### src/rtl/alu_sequencer.sv
// alu_sequencer: fetch/execute controller in front of a 16-bit combinational ALU.
// It fetches one instruction over req/ack, reads the operands from an 8x16
// register file, drives the ALU for one cycle, then writes the result back.
module alu_sequencer #(
    parameter int unsigned         PC_WIDTH = 8,
    parameter logic [PC_WIDTH-1:0] RESET_PC = '0
) (
    input  logic                clk,
    input  logic                rst,
    input  logic                run,
    output logic                instr_req,
    output logic [PC_WIDTH-1:0] instr_addr,
    input  logic                instr_ack,
    input  logic [15:0]         instr_data,
    output logic [15:0]         alu_a,
    output logic [15:0]         alu_b,
    output logic [2:0]          alu_sel,
    input  logic [15:0]         alu_result,
    output logic                retired,
    output logic                busy,
    output logic [PC_WIDTH-1:0] pc,
    input  logic [2:0]          dbg_addr,
    output logic [15:0]         dbg_data
);

    typedef enum logic [1:0] {
        StIdle,
        StFetch,
        StExec,
        StWb
    } state_t;

    state_t              state_q, state_d;
    logic [PC_WIDTH-1:0] pc_q, pc_d;
    logic [15:0]         ir_q, ir_d;
    logic [15:0]         wb_q, wb_d;
    logic [15:0]         regs_q [8];
    logic                reg_we;

    // Instruction fields, decoded from the latched instruction register.
    logic [2:0]  ir_sel;
    logic        ir_imm;
    logic [2:0]  ir_rd;
    logic [2:0]  ir_ra;
    logic [2:0]  ir_rb;
    logic [15:0] op_a;
    logic [15:0] op_b;

    assign ir_sel = ir_q[15:13];
    assign ir_imm = ir_q[12];
    assign ir_rd  = ir_q[11:9];
    assign ir_ra  = ir_q[8:6];
    assign ir_rb  = ir_q[5:3];

    // Register 0 is never written and resets to zero, so it always reads zero.
    assign op_a = regs_q[ir_ra];
    assign op_b = ir_imm ? {10'b0, ir_q[5:0]} : regs_q[ir_rb];

    assign instr_addr = pc_q;
    assign pc         = pc_q;
    assign busy       = (state_q != StIdle);
    assign dbg_data   = (dbg_addr == 3'd0) ? 16'h0000 : regs_q[dbg_addr];

    // Next-state, fetch handshake, ALU drive and write-back strobe.
    always_comb begin
        state_d   = state_q;
        pc_d      = pc_q;
        ir_d      = ir_q;
        wb_d      = wb_q;
        instr_req = 1'b0;
        alu_a     = 16'h0000;
        alu_b     = 16'h0000;
        alu_sel   = 3'b000;
        retired   = 1'b0;
        reg_we    = 1'b0;
        unique case (state_q)
            StIdle: begin
                if (run) begin
                    state_d = StFetch;
                end
            end
            StFetch: begin
                // run is not looked at here: a started fetch always completes.
                instr_req = 1'b1;
                if (instr_ack) begin
                    ir_d    = instr_data;
                    pc_d    = pc_q + PC_WIDTH'(1);
                    state_d = StExec;
                end
            end
            StExec: begin
                alu_a   = op_a;
                alu_b   = op_b;
                alu_sel = ir_sel;
                wb_d    = alu_result;
                state_d = StWb;
            end
            StWb: begin
                retired = 1'b1;
                reg_we  = (ir_rd != 3'd0);
                state_d = run ? StFetch : StIdle;
            end
            default: begin
                state_d = StIdle;
            end
        endcase
    end

    // Control state, program counter, instruction register and result latch.
    always_ff @(posedge clk or posedge rst) begin
        if (rst) begin
            state_q <= StIdle;
            pc_q    <= RESET_PC;
            ir_q    <= 16'h0000;
            wb_q    <= 16'h0000;
        end else begin
            state_q <= state_d;
            pc_q    <= pc_d;
            ir_q    <= ir_d;
            wb_q    <= wb_d;
        end
    end

    // Register file write port; a reset during write-back abandons the write.
    always_ff @(posedge clk or posedge rst) begin
        if (rst) begin
            for (int i = 0; i < 8; i++) begin
                regs_q[i] <= 16'h0000;
            end
        end else if (reg_we) begin
            regs_q[ir_rd] <= wb_q;
        end
    end

endmodule

### config.mk
export PLATFORM = sky130hd
export DESIGN_NAME = alu_sequencer
export DESIGN_NICKNAME = d
export VERILOG_FILES = /design/src/rtl/alu_sequencer.sv
export SDC_FILE = /design/constraint.sdc
export NUM_CORES = 1
export LEC_CHECK = 0
export CAP_MARGIN = 10
export CELL_PAD_IN_SITES_DETAIL_PLACEMENT = 1
export CELL_PAD_IN_SITES_GLOBAL_PLACEMENT = 1
export CORE_MARGIN = 10
export CORE_UTILIZATION = 43
export CTS_BUF_LIST = sky130_fd_sc_hd__clkbuf_4 sky130_fd_sc_hd__clkbuf_8 sky130_fd_sc_hd__clkbuf_16
export DETAILED_ROUTE_END_ITERATION = 8
export PLACE_DENSITY = 0.84
export SLEW_MARGIN = 10
export SYNTH_ARGS = -nofsm -noshare
export SYNTH_HDL_FRONTEND = slang
export SYNTH_SLANG_ARGS = --single-unit
export TNS_END_PERCENT = 50
### constraint.sdc
create_clock -name clk -period 5.77 [get_ports clk]
set_input_delay 1.4425 -clock clk [delete_from_list [all_inputs] [get_ports clk]]
set_output_delay 1.4425 -clock clk [all_outputs]
set_load 0.02 [all_outputs]
# After elaboration in Yosys (flattened, before gate mapping)
# Index checks and enable logic that the tools add are counted.
# W data, S select, Z words.
# op_classes
addsub,1
multipliers,0
div,0
order_cmp,5
eq_ne,5
shift,0
mux,24
bitwise,4
reduce_logical,7
# ops
cell,count
$mux W16,11
$bmux W16 S3,3
$bwmux W128,1
$demux W16 S3,1
$ge A4 B4 Y1 const B,4
$not A3 Y4,4
$add A8 B1 Y8 const B,1
$pmux W2 S4,1
$eq A2 B2 Y1 const B,2
$lt A4 B1 Y1 const B,1
$mux W1,4
$mux W2,2
$ne A2 B2 Y1 const B,2
$reduce_and A2 Y1,2
$logic_not A3 Y1,1
$mux W3,1
$reduce_bool A3 Y1,1
$eq A2 B1 Y1 const B,1
$logic_not A2 Y1,1
$reduce_bool A2 Y1,1
$logic_and A1 B1 Y1,1
# word_totals
register_bits,170
latchBits,0
mem_bits_rw,0
romBits,0
input_bits,39
output_inout_bits,70
word_cells,58
mem_count,0

# Logic depth before layout (Yosys ltp)
# logic_depth
ltp_word,6
depth_mapped,7
mapped_depth_nobuf,5

# Least setup slack after synthesis
# No wires, ideal clock.
# synth_path
kind,input -> output
start,input port dbg_addr[1]
end,output port dbg_data[10]
arrival_ns,2.518
t_required_ns,4.328
slack_ns,1.810
stages,6
path_buffers,3
path_cell_list,buf_2 > nor2b_1 > buf_2 > buf_2 > a221oi_1 > a21oi_1
# synth_via
elab_chain_len,5
elab_cells_between_ends,6
cone_classes,mux (4); bitwise (1); reduce/logical (1)
# synth_rtl
item,line,text
"start, declared",22,"input logic [2:0] dbg_addr,"
$not A3 Y4 (implied by the code),62,assign dbg_data = (dbg_addr == 3'd0) ? 16'h0000 : regs_q[dbg_addr];
$bmux W16 S3,62,
$mux W16 (implied by the code) (2 in series),62,
$mux W16 (*),62,
"end, declared",23,output logic [15:0] dbg_data
# Every way passes the cells marked *; elsewhere a longest branch is shown, timed or not. The select of a mux whose other input is x is not followed.

# Worst setup path after layout
# layout_path
start,input port dbg_addr[0]
end,output port dbg_data[15]
# Same word-level chain as after synthesis.

==> metrics <==
MaxCap Viol Count 0; sequential-to-total area share from yosys stat 43.8%; slowest cell delay on critical path slightly below 0.6 ns; Die W 170 um; Pleak 0.00482 uW; Placeable Area approximately 0.022 mm2; endpoint of the worst hold-timing path regs_q[120]$_DFFE_PP0P_; library cell appearing most often on the critical path clkdlybuf4s50_1; worst hold path startpoint regs_q[120]$_DFFE_PP0P_; number of synthesis warnings 0; critical path, cell by cell clkdlybuf4s50_1 > buf_4 > mux4_2 > nand2_1 > o21ai_1 > clkdlybuf4s50_1; Yosys top cell by area dfrtp_1; time the worst path needs with I/O delays and setup 4.98 ns; Synth cell types 35; setup_tns 0 ns; count of antenna-violating nets left after detailed routing 0; count leader, synth dfrtp_1; Via density approximately 5.9; count of buffers added by post-CTS timing repair for setup 0; least setup slack across all paths after layout 0.788 ns; power per standard cell area between 500 and 600 mW/mm2; CTS Buffer Depth 2; hold slack 0.400 ns; run status completed; antenna fix cells 0; synthesized-area fraction occupied by adder cells less than 1%; antenna violations before repair 0; largest vdd supply drop between 0.2 and 0.25 mV; cell at the root of the clock tree clkbuf_16; worst hold path cell count 0; cell types occupying the most area after synthesis dfrtp_1 (44%), mux4_2 (18%), mux2_2 (8.9%), mux2_1 (6.3%), mux2_4 (3.1%); Arrival @ worst endpoint 3.54 ns; syn avg cell area between 10 and 15 um2; IO buf count 108; placement-stage worst setup slack 0.815 ns; final worst clock skew approximately 0.0059 ns; Rows 54; Critical Setup Path Class in2out; maximum clock frequency 201 MHz; most instantiated flip-flop cell in the synthesis netlist dfrtp_1; peak fanout along the critical path 10; CTS tree yes; count of endpoints failing hold in the final timing report 0; final max-slew violation count 0; multiplexer fraction of the synthesized cell area 38.8%; Clock Latency Late Sink 0.43 ns; starting utilization of the core area around 44%; flops & latches, synth 170; share of synthesized registers carrying an async set or reset 100%; area grow syn2layout 16.4%; commonest cells in the netlist dfrtp_1 (170), mux2_2 (77), mux4_2 (77), nand2_1 (57), mux2_1 (54); Finished Cell Area 0.0113 mm2; I/O pin count 109; share of layout cells above drive strength 1 just over 30%; synthesized area 0.00971 mm2; xor-xnor portion of the synthesized cell area 0.631%; wire per inst 25.8 um; simple-gate portion of the synthesized area 6.34%; capture point of the worst reg-to-reg path regs_q[94]$_DFFE_PP0P_; r2r worst-path depth 4; length of the first detailed-routing pass in iterations 5; setup violation total in the final timing report 0; overall die height 170 um; final net count 806; residual DRC count 0; quantity of hold-fixing buffers added after cts 0; post-cts resize count 0; element type at the critical path end output pin; Synth Instances 701; worst max-slew margin expressed relative to the limit 22.7%; critical path data required time 4.33 ns; origin of the critical flop-to-flop path state_q[1]$_DFFE_PP0P_; RSZ-0062 raised after global routing no; number of synthesized flops with an enable pin 0; DPL Wire Length 17.0 mm; number of global-route vias before repair 6992; DP Area between 0.01 and 0.015 mm2; first-pass GRT wire length ~43 mm; total CTS buffers 17; sinks on the clock net 170; area of the die between 0.02 and 0.03 mm2; library cell contributing the largest single delay on the critical path clkdlybuf4s50_1; H-tree depth 4; Yosys top cell area share 43.8%; Mapped Nets 746; register-to-register path setup slack 3.28 ns; Iteration-0 DRC Markers 496; total global routing track utilization 19.4%; startpoint type of the worst setup path input port; final worst-path cycle share 86.3%; routed vias 6267; class of the tightest hold or removal check reg2reg; largest family of logic cells by synthesized area multiplexers; routability congestion estimate 0.789; post-CTS clock slew at the launch and capture registers of the worst setup and hold paths 0.06 ns; largest net degree at the start of global routing 171; synthesized-area fraction occupied by ao, oa, aoi and oai cells 3.36%; transition time at the pin with the least slew margin 1.16 ns; total length of routed wires 27.2 mm; GRT overflow 0
[power breakdown]
part	internal (uW)	leakage (uW)	switching, uW	total, uW
sequential	1680	0.00216	789	2470
clock	593	0.000274	476	1070
combinational	1580	0.00238	1140	2730
[worst max-delay path by stage]
stage | start | to | cells past startpoint
floorplan | dbg_addr[1] | dbg_data[10] | 6
global placement | dbg_addr[0] | dbg_data[15] | 6
detailed placement | dbg_addr[0] | dbg_data[15] | 6
CTS | dbg_addr[0] | dbg_data[15] | 6
global route | dbg_addr[0] | dbg_data[15] | 6
finish | dbg_addr[0] | dbg_data[15] | 6
[critical path: cells and delay by family]
family	cells	cell delay (ns)
buf+inv	3	1.38
mux	1	0.52
compound gates	1	0.12
simple gates	1	0.08
[cell families after synthesis]
kind of cell | after synthesis
mux | 254
flops | 170
simple gates | 113
buf+inv | 104
compound gates | 47
xor+xnor | 7
fa+ha+maj | 6
[layout make-up]
cell class              count  area [um2]
inverters                  22        86.3
repair buffers            123        1210
well taps                 280         350
flip-flops and latches    170        4260
fillers                  2157       10700
clock buffers              21         480
clock inverters            11        71.3
multi-input cells         427        4850
[sequential cells by signal (all words and copies together) (netlist names)]
register	cells
instr_addr	8
state_q	2
regs_q	128
ir_q	16
wb_q	16
[cells in the final DEF (no fill, tap or decap), types with 4 or more instances in the layout]
| cell type | Yosys | final |
|---|---|---|
| mux4_2 | 77 | 77 |
| clkdlybuf4s50_1 | 0 | 107 |
| mux2_1 | 54 | 54 |
| and2_1 | 4 | 4 |
| a21oi_1 | 16 | 16 |
| clkbuf_8 | 0 | 4 |
| buf_4 | 17 | 13 |
| inv_1 | 22 | 21 |
| clkbuf_16 | 0 | 17 |
| dfrtp_1 | 170 | 167 |
| clkinv_2 | 0 | 6 |
| mux2i_1 | 26 | 26 |
| mux2_2 | 77 | 77 |
| o31ai_1 | 7 | 7 |
| a221oi_1 | 15 | 15 |
| nand2b_1 | 4 | 4 |
| nand4_1 | 4 | 4 |
| nand2_1 | 57 | 57 |
| nor2b_1 | 17 | 17 |
| ha_1 | 6 | 5 |
| mux2_4 | 20 | 20 |
| xnor2_1 | 7 | 7 |
| nor2_1 | 14 | 14 |
[per-layer routing]
| layer | track usage (%) | vias up | part of all wire (%) |
|---|---|---|---|
| li1 | - | 2698 | - |
| met2 | 33.7 | 171 | 52 |
| met3 | 4.49 | 35 | 5.4 |
| met4 | 5.80 | 0 | 1.6 |
| met5 | 0 | - | 0 |
| met1 | 23.5 | 3363 | 41 |
[per-stage QoR]
step                      total power [uW]  instances  util, %
after detailed placement              5200       1022     48.8
after floorplan                       4300        701        -
after global placement                5050       1022     48.8
final                                 6270       1054     51.4
after global routing                  6660       1054     51.4
after CTS                             6320       1054     51.4
Note: power is estimated with default switching activity, not from simulation.
